<file path="src/rtl/se_sram_burst_ctrl.sv">
// se_sram_burst_ctrl
//   Burst controller in front of a 65536x8 single-port synchronous SRAM.
//   A request (start address, length-1, direction) is accepted in IDLE.
//   Write bursts stream wr_data straight onto the SRAM port, one byte per
//   wr handshake. Read bursts issue SRAM reads whenever a slot is free and
//   capture the returned bytes into a 2-entry FIFO that feeds the rd stream.
//   Addresses wrap modulo 2^16 inside a burst.
//
// Ports
//   sram_clock, reset          clock, synchronous active-high reset
//   req_*                      burst request handshake (valid/ready)
//   wr_valid/wr_ready/wr_data  write-data stream (input)
//   rd_valid/rd_ready/rd_data  read-data stream (output)
//   busy                       a burst is in progress
//   byte_count                 completed byte transfers (mod 2^16)
//   sram_*                     SRAM drive and read data return
//
// Build option
//   SE_SRAM_BURST_CTRL_STATS_EN : when defined, byte_count counts every wr and
//   rd transfer; otherwise byte_count is tied to zero and no counter exists.

module se_sram_burst_ctrl (
  input  logic        sram_clock,
  input  logic        reset,
  input  logic        req_valid,
  output logic        req_ready,
  input  logic [15:0] req_address,
  input  logic [7:0]  req_length,
  input  logic        req_read_not_write,
  input  logic        wr_valid,
  output logic        wr_ready,
  input  logic [7:0]  wr_data,
  output logic        rd_valid,
  input  logic        rd_ready,
  output logic [7:0]  rd_data,
  output logic        busy,
  output logic [15:0] byte_count,
  output logic [15:0] sram_address,
  output logic [7:0]  sram_write_data,
  output logic        sram_write_enable,
  output logic        sram_read_not_write,
  output logic        sram_select,
  input  logic [7:0]  sram_data_out
);

  typedef enum logic [1:0] {
    ST_IDLE,
    ST_WRITE,
    ST_READ
  } state_t;

  state_t      state;
  state_t      state_next;
  logic [15:0] addr;
  logic [15:0] addr_next;
  logic [8:0]  remaining;
  logic [8:0]  remaining_next;

  logic [7:0]  fifo_mem [2];
  logic        fifo_rd_ptr;
  logic        fifo_wr_ptr;
  logic [1:0]  fifo_count;
  logic        in_flight;

  logic        wr_xfer;
  logic        rd_xfer;
  logic        rd_issue;
  logic [1:0]  slots_used;

  assign rd_valid = (fifo_count != 2'd0);
  assign rd_data  = fifo_mem[fifo_rd_ptr];
  assign rd_xfer  = rd_valid && rd_ready;
  assign busy     = (state != ST_IDLE);

  // A byte leaving the FIFO this cycle frees its slot for a read issued in
  // the same cycle; without this credit a held-high rd_ready would only see
  // one byte every other cycle.
  assign slots_used = fifo_count + {1'b0, in_flight} - {1'b0, rd_xfer};

  always_comb begin
    state_next          = state;
    addr_next           = addr;
    remaining_next      = remaining;
    req_ready           = 1'b0;
    wr_ready            = 1'b0;
    wr_xfer             = 1'b0;
    rd_issue            = 1'b0;
    sram_select         = 1'b0;
    sram_write_enable   = 1'b0;
    sram_read_not_write = 1'b0;
    sram_address        = addr;
    sram_write_data     = wr_data;

    case (state)
      ST_IDLE: begin
        req_ready = 1'b1;
        if (req_valid) begin
          addr_next      = req_address;
          remaining_next = {1'b0, req_length} + 9'd1;
          state_next     = req_read_not_write ? ST_READ : ST_WRITE;
        end
      end

      ST_WRITE: begin
        wr_ready          = 1'b1;
        wr_xfer           = wr_valid;
        sram_select       = wr_valid;
        sram_write_enable = wr_valid;
        if (wr_xfer) begin
          addr_next      = addr + 16'd1;
          remaining_next = remaining - 9'd1;
          if (remaining == 9'd1) begin
            state_next = ST_IDLE;
          end
        end
      end

      ST_READ: begin
        if ((remaining != 9'd0) && (slots_used < 2'd2)) begin
          rd_issue            = 1'b1;
          sram_select         = 1'b1;
          sram_read_not_write = 1'b1;
          addr_next           = addr + 16'd1;
          remaining_next      = remaining - 9'd1;
        end
        if ((remaining == 9'd0) && !in_flight && (fifo_count == 2'd0)) begin
          state_next = ST_IDLE;
        end
      end

      default: begin
        state_next = ST_IDLE;
      end
    endcase
  end

  always_ff @(posedge sram_clock) begin
    if (reset) begin
      state       <= ST_IDLE;
      addr        <= '0;
      remaining   <= '0;
      fifo_rd_ptr <= 1'b0;
      fifo_wr_ptr <= 1'b0;
      fifo_count  <= '0;
      in_flight   <= 1'b0;
    end else begin
      state     <= state_next;
      addr      <= addr_next;
      remaining <= remaining_next;
      in_flight <= rd_issue;
      if (in_flight) begin
        fifo_wr_ptr <= ~fifo_wr_ptr;
      end
      if (rd_xfer) begin
        fifo_rd_ptr <= ~fifo_rd_ptr;
      end
      fifo_count <= fifo_count + {1'b0, in_flight} - {1'b0, rd_xfer};
    end
  end

  // Storage only; occupancy and pointers above decide what is valid.
  always_ff @(posedge sram_clock) begin
    if (in_flight) begin
      fifo_mem[fifo_wr_ptr] <= sram_data_out;
    end
  end

`ifdef SE_SRAM_BURST_CTRL_STATS_EN
  logic [15:0] byte_count_q;

  always_ff @(posedge sram_clock) begin
    if (reset) begin
      byte_count_q <= '0;
    end else if (wr_xfer || rd_xfer) begin
      byte_count_q <= byte_count_q + 16'd1;
    end
  end

  assign byte_count = byte_count_q;
`else
  assign byte_count = '0;
`endif

endmodule

</file>
<file path="config.mk">
export PLATFORM = sky130hd
export DESIGN_NAME = se_sram_burst_ctrl
export DESIGN_NICKNAME = d
export VERILOG_FILES = /design/src/rtl/se_sram_burst_ctrl.sv
export SDC_FILE = /design/constraint.sdc
export NUM_CORES = 1
export LEC_CHECK = 0
export ABC_CLOCK_PERIOD_IN_PS = 4740
export BUFFER_PORTS_ARGS = -buffer_cell sky130_fd_sc_hd__buf_2
export CAP_MARGIN = 10
export CORE_UTILIZATION = 40
export CTS_CLUSTER_DIAMETER = 120
export DETAILED_ROUTE_END_ITERATION = 8
export GPL_TIMING_DRIVEN = 0
export PLACE_DENSITY = 0.66
export REMOVE_ABC_BUFFERS = 1
export SYNTH_ARGS = -nofsm -noshare
export SYNTH_HDL_FRONTEND = slang
export SYNTH_SLANG_ARGS = --single-unit
</file>
<file path="constraint.sdc">
create_clock -name sram_clock -period 4.74 [get_ports sram_clock]
set_input_delay 0.474 -clock sram_clock [delete_from_list [all_inputs] [get_ports sram_clock]]
set_output_delay 0.474 -clock sram_clock [all_outputs]
set_load 0.01 [all_outputs]
</file>
-- Yosys cells after proc, flatten, opt, wreduce, memory -nomap -nowiden
Memories as Yosys holds them, arrays and structs flattened. A register that Yosys moved wholly into a read port is not among the register bits.
Cells that the tools add are included.
- bitwise logic cells: 2
- reduce and logical (&&, ||, !) cells: 14
- equality and inequality tests: 8
- order comparisons: 1
- multiplexer cells: 24
- add/subtract/negate cells: 5
- operators by type and width (kind ; number):
    two-way mux 16 bit ; 3
    one-hot mux 16 bit (3 select lines) ; 1
    two-way mux 9 bit ; 3
    one-hot mux 9 bit (3 select lines) ; 1
    adder 16 x 1 -> 16 bit, second input constant ; 1
    two-way mux 2 bit ; 5
    != test 2 bit, second input constant ; 5
    adder 8 x 1 -> 9 bit, second input constant ; 1
    == test 9 x 1 -> 1 bit, second input constant ; 1
    logical NOT 9 bit ; 1
    two-way mux 1 bit ; 9
    nonzero test 9 bit ; 1
    subtractor 9 x 1 -> 9 bit, second input constant ; 1
    AND reduction 4 bit ; 2
    one-hot mux 2 bit (3 select lines) ; 1
    logical AND 1 bit ; 4
    logical NOT 2 bit ; 2
    nonzero test 2 bit ; 2
    nonzero test 3 bit ; 1
    adder 2 x 1 -> 2 bit ; 1
    == test 2 x 1 -> 1 bit, second input constant ; 1
    == test 2 bit, second input constant ; 1
    < comparator 2 bit, second input constant ; 1
    NOT 1 bit ; 2
    3 further kinds ; 3
- memories kept: 1
- bits in writable memories: 16
- register bits after elaboration: 32
- memory list (memory ; depth ; bits a word ; rd ports ; clocked after memory_dff ; write ports ; RTL line ; RTL):
    fifo_mem ; 2 ; 8 ; 1 ; 1 ; 1 ; 59 ; logic [7:0] fifo_mem [2];

-- Depth between registers and ports, before layout
- depth after elaboration: 7
- depth in mapped cells: 12
- depth with buffers taken out: 10

-- Worst setup path before layout
No wires, ideal clock.
- kind: register to output
- from: register fifo_count[1]
- to: output sram_select
- path buffers: 0
- arrival: 2.056 ns
- cell stages (with the launch flop): 10
- setup slack: 2.210 ns
- cells stage by stage: dfxtp_1 or2_2 and2_1 ha_1 inv_1 ha_1 xnor3_1 o311ai_0 inv_1 o21a_1
- cells in the longest elaborated chain, start to end: 7
- elaborated cells on any way between the ends: 8
- those cells by class: 2 x add/sub; 1 x order compare; 2 x mux; 3 x reduce/logical
- RTL lines (item ; RTL line ; RTL):
    start: declaration ; 62 ; logic [1:0] fifo_count;
    start signal: assignment ; 157 ; fifo_count <= fifo_count + {1'b0, in_flight} - {1'b0, rd_xfer};
    nonzero test 2 bit ; 70 ; assign rd_valid = (fifo_count != 2'd0);
    net rd_valid ; 33 ; output logic rd_valid,
    logical AND 1 bit ; 72 ; assign rd_xfer = rd_valid && rd_ready;
    net rd_xfer ; 66 ; logic rd_xfer;
    subtractor 2 x 1 -> 2 bit ; 78 ; assign slots_used = fifo_count + {1'b0, in_flight} - {1'b0, rd_xfer};
    < comparator 2 bit ; 119 ; if ((remaining != 9'd0) && (slots_used < 2'd2)) begin
    logical AND 1 bit ; 119 ;
    two-way mux 1 bit ; 119 ;
    one-hot mux 1 bit (2 select lines) ; 94 ; case (state)
    end: declaration ; 42 ; output logic sram_select,
The timed path passes the listed nets, and every way through them passes these cells.

-- Worst setup path after layout
- from: register state[0]
- to: register addr[0] (netlist: sram_address[0])
- cells in the longest elaborated chain, start to end: 3
- elaborated cells on any way between the ends: 9
- those cells by class: 5 x eq/ne; 1 x mux; 3 x reduce/logical
- RTL lines (item ; RTL line ; RTL):
    start: declaration ; 52 ; state_t state;
    start signal: assignment ; 147 ; state <= state_next;
    == test 2 bit (tied with other cells) ; 94 ;
    != test 2 bit (no source line) or nonzero test 3 bit (tied branches) ; n/a ;
    AND reduction 4 bit (no source line) ; n/a ;
    end signal: assignment ; 148 ; addr <= addr_next;
    end: declaration ; 54 ; logic [15:0] addr;
Several ways; a longest one is shown, not always the timed one.
A chain may end at the register's enable or synchronous reset.

==> results.toml <==
[cells_and_area]
diodes = 0
final_util_pct = 48.0
multiInputGateArea_mm2 = 0.00152
final_layout_size_suffix_gt1_share_pct = 24.3
final_cells = 478
nNetsFinal = 437
seq_area_mm2 = 0.00114
n_fill_cell = 687
syn_to_final_growth_pct = 14.1

[worst_setup_path]
cp.required_ns = 4.97
cp-end-kind = "register"
arrival_ns = 3.32
path_class = "reg -> reg"
worstPathMaxFanout = 29
start_kind = "register"

[timing]
finalWorstSetupSlack_ns = 1.66
tightest_slew_ns = 0.969
fin_skew_ns = 0.00969
fin_setup_tns_ns = 0
clock.fmax_mhz = 324
hold_violations = 0
final_max_slew_viol_count = 0
max-slew-margin-rel_pct = 35.4
setup_viol = 0
min_period_ns = 3.08
period_share_pct = 65.0
rsz0062_at_grt = "no"

[grt]
antenna_found_initial = 0
gr-usage-all-layers_pct = 16.9
overflow = 0
grt_max_degree = 44
grt_pass1_wl_um = 10300
grt_pass1_vias = 2196

[synthesis]
ys.flop_type = "dfxtp_1"
synth_top_cell_area_share_pct = 22.7
synthArstFlopShare_pct = 0
netlist_area_mm2 = 0.00291
synth_cell_types = 57
synth_area_per_cell_um2 = 8.76
synth_top_cell_by_area = "dfxtp_1"
ys_ff_latch = 49
synthTopCellsByArea = "dfxtp_1 (23%), edfxtp_1 (17%), buf_4 (6.5%)"
yosys_warnings = 0
synth_most_common_cell = "dfxtp_1"
synth_edf_count = 16
netlist_instances = 332
ys_seq_area_share_pct = 39.2
synthTopCellsByCount = "dfxtp_1 (33), a21oi_1 (26), buf_4 (25), nor2_1 (25), nand2_1 (24)"

[drt]
num_vias = 2509
wl_um = 6510
post-route-drc-count = 0
routedWlPerCell_um = 13.6
drt_iter0_drc = 150
vias_per_cell = 5.25
ant_nets = 0
dr.pass1.iters = 4

[pwr]
p_leak_nw = 1.35
ir_worst_vdd_mv = 0.246
power.share.sequential_pct = 33.2
power_frac_comb_pct = 52.1
switching_power_mw = 0.899
p_int_mw = 1.15
p_per_area_mw_per_mm2 = 618
switching_share_pct = 43.9
clockPowerShare_pct = 14.7

[floorplanning]
die_x_um = 87.3
die_y_um = 87.3
io_pins = 101
row_count = 30
die_area_mm2 = 0.00761
core_mm2 = 0.00691
start_util_pct = 42.1

[clock_network]
cts_setup_buffers = 0
clock_latency_ns = 0.30
numClockSinks = 49
clk_path_buf_depth = 2
cts_root_buffer = "clkbuf_8"
cts_max_level = 2
cts_buffers = 5
ctsResizeCount = 0
cts_hold_buffers = 0
clk_pin_slew_ns = 0.10
cts_tree = "done"

[place]
dp_hpwl_um = 4610
port_buffers = 68
pre_cts_ws_ns = 1.26
dpl.cell_count = 469
place.gp.congestion = 0.835

[job]
max-cap-violations = 0

[min_path]
min_path_type = "in -> reg"

[status]
status = "finished, final reports clean"
-- worst max-delay path, cell delays in order, from the launching register on --
cell and delay [ns]:
dfxtp_1 0.37, inv_1 0.07, ha_1 0.93, clkinv_1 0.73, buf_16 0.37, or3_1 0.36, a31oi_1 0.17
-- flip-flops by register name, summed over array words and instances, names as in the netlist, named ones only --
signal,count
fifo_mem,16
sram_address,16
remaining,9
fifo_count,2
state,2
fifo_rd_ptr,1
fifo_wr_ptr,1
in_flight,1
-- layout make-up --
| cell class | instances | share of cell area, % |
|---|---|---|
| tap | 96 | 3.62 |
| clock inverter | 2 | 1.17 |
| multi-input combinational | 243 | 45.7 |
| inverter | 12 | 1.36 |
| sequential | 49 | 34.4 |
| timing repair buffer | 70 | 11.5 |
| clock buffer | 6 | 2.19 |
-- cells by family after synthesis --
family | count (synthesis) | share of synthesized area (%)
and+or+nand+nor | 111 | 19.3
AOI/OAI and AO/OA | 88 | 19.7
buffers and inverters | 55 | 10.7
DFF | 49 | 39.2
adders and majority gates | 10 | 4.30
xor gates and xnor gates | 9 | 3.18
muxes | 9 | 3.44
other | 1 | 0.129
-- power by group through the flow --
stage | clock network [mW] | registers, mW | logic, mW
2_1_floorplan | 0 | 0.683 | 0.702
4_1_cts | 0.309 | 0.681 | 1.04
3_3_place_gp | 0 | 0.686 | 0.996
6_report | 0.301 | 0.681 | 1.07
5_1_grt | 0.323 | 0.700 | 1.19
3_5_place_dp | 0 | 0.690 | 1.03
-- placed cells by master, fill, tap and decap left out, types with 3 or more instances in the layout --
cell / Yosys / routed
a211oi_1: 4 / 4
a21oi_1: 26 / 25
a31o_2: 3 / 3
a31oi_1: 3 / 3
and2_1: 4 / 4
buf_2: 2 / 68
clkbuf_8: 0 / 5
conb_1: 1 / 16
dfxtp_1: 33 / 33
edfxtp_1: 16 / 16
ha_1: 10 / 10
inv_1: 11 / 11
mux2_2: 8 / 8
nand2_1: 24 / 24
nand3_1: 12 / 12
nand4_1: 7 / 7
nor2_1: 25 / 25
nor2b_1: 7 / 7
nor3_1: 12 / 12
nor4_1: 3 / 3
o21a_1: 4 / 4
o21ai_0: 20 / 20
o21ai_1: 3 / 3
o31ai_1: 3 / 3
o32ai_1: 3 / 3
or3_1: 4 / 4
xnor2_1: 4 / 4
xor2_1: 4 / 4
-- metal layers --
layer,wire length [µm],track usage (%)
met5,0,0
met4,77,3.73
met3,346,3.98
met2,3140,27.8
met1,2950,22.6
-- through the flow --
step | hold slack [ns] | power (mW) | instance area (µm²)
floorplan | 0.448 | 1.39 | 2700
global placement | 0.473 | 1.68 | 3160
detailed placement | 0.471 | 1.72 | 3180
CTS | 0.353 | 2.03 | 3290
global route | 0.346 | 2.21 | 3320
finish | 0.360 | 2.05 | 3320
-- final timing paths --
path | slack [ns] | depth (start not counted) | startpoint | endpoint
max | 1.66 | 6 | state[0]$_SDFFE_PP0P_ | sram_address[0]$_SDFFE_PP0P_
min | 0.36 | 1 | sram_data_out[1] | fifo_mem[0][1]$_DFFE_PP_
max reg2reg | 1.66 | 6 | state[0]$_SDFFE_PP0P_ | sram_address[0]$_SDFFE_PP0P_
min reg2reg | 0.49 | 2 | remaining[8]$_SDFFE_PP0P_ | remaining[8]$_SDFFE_PP0P_
Power figures use the tool's default switching activity.
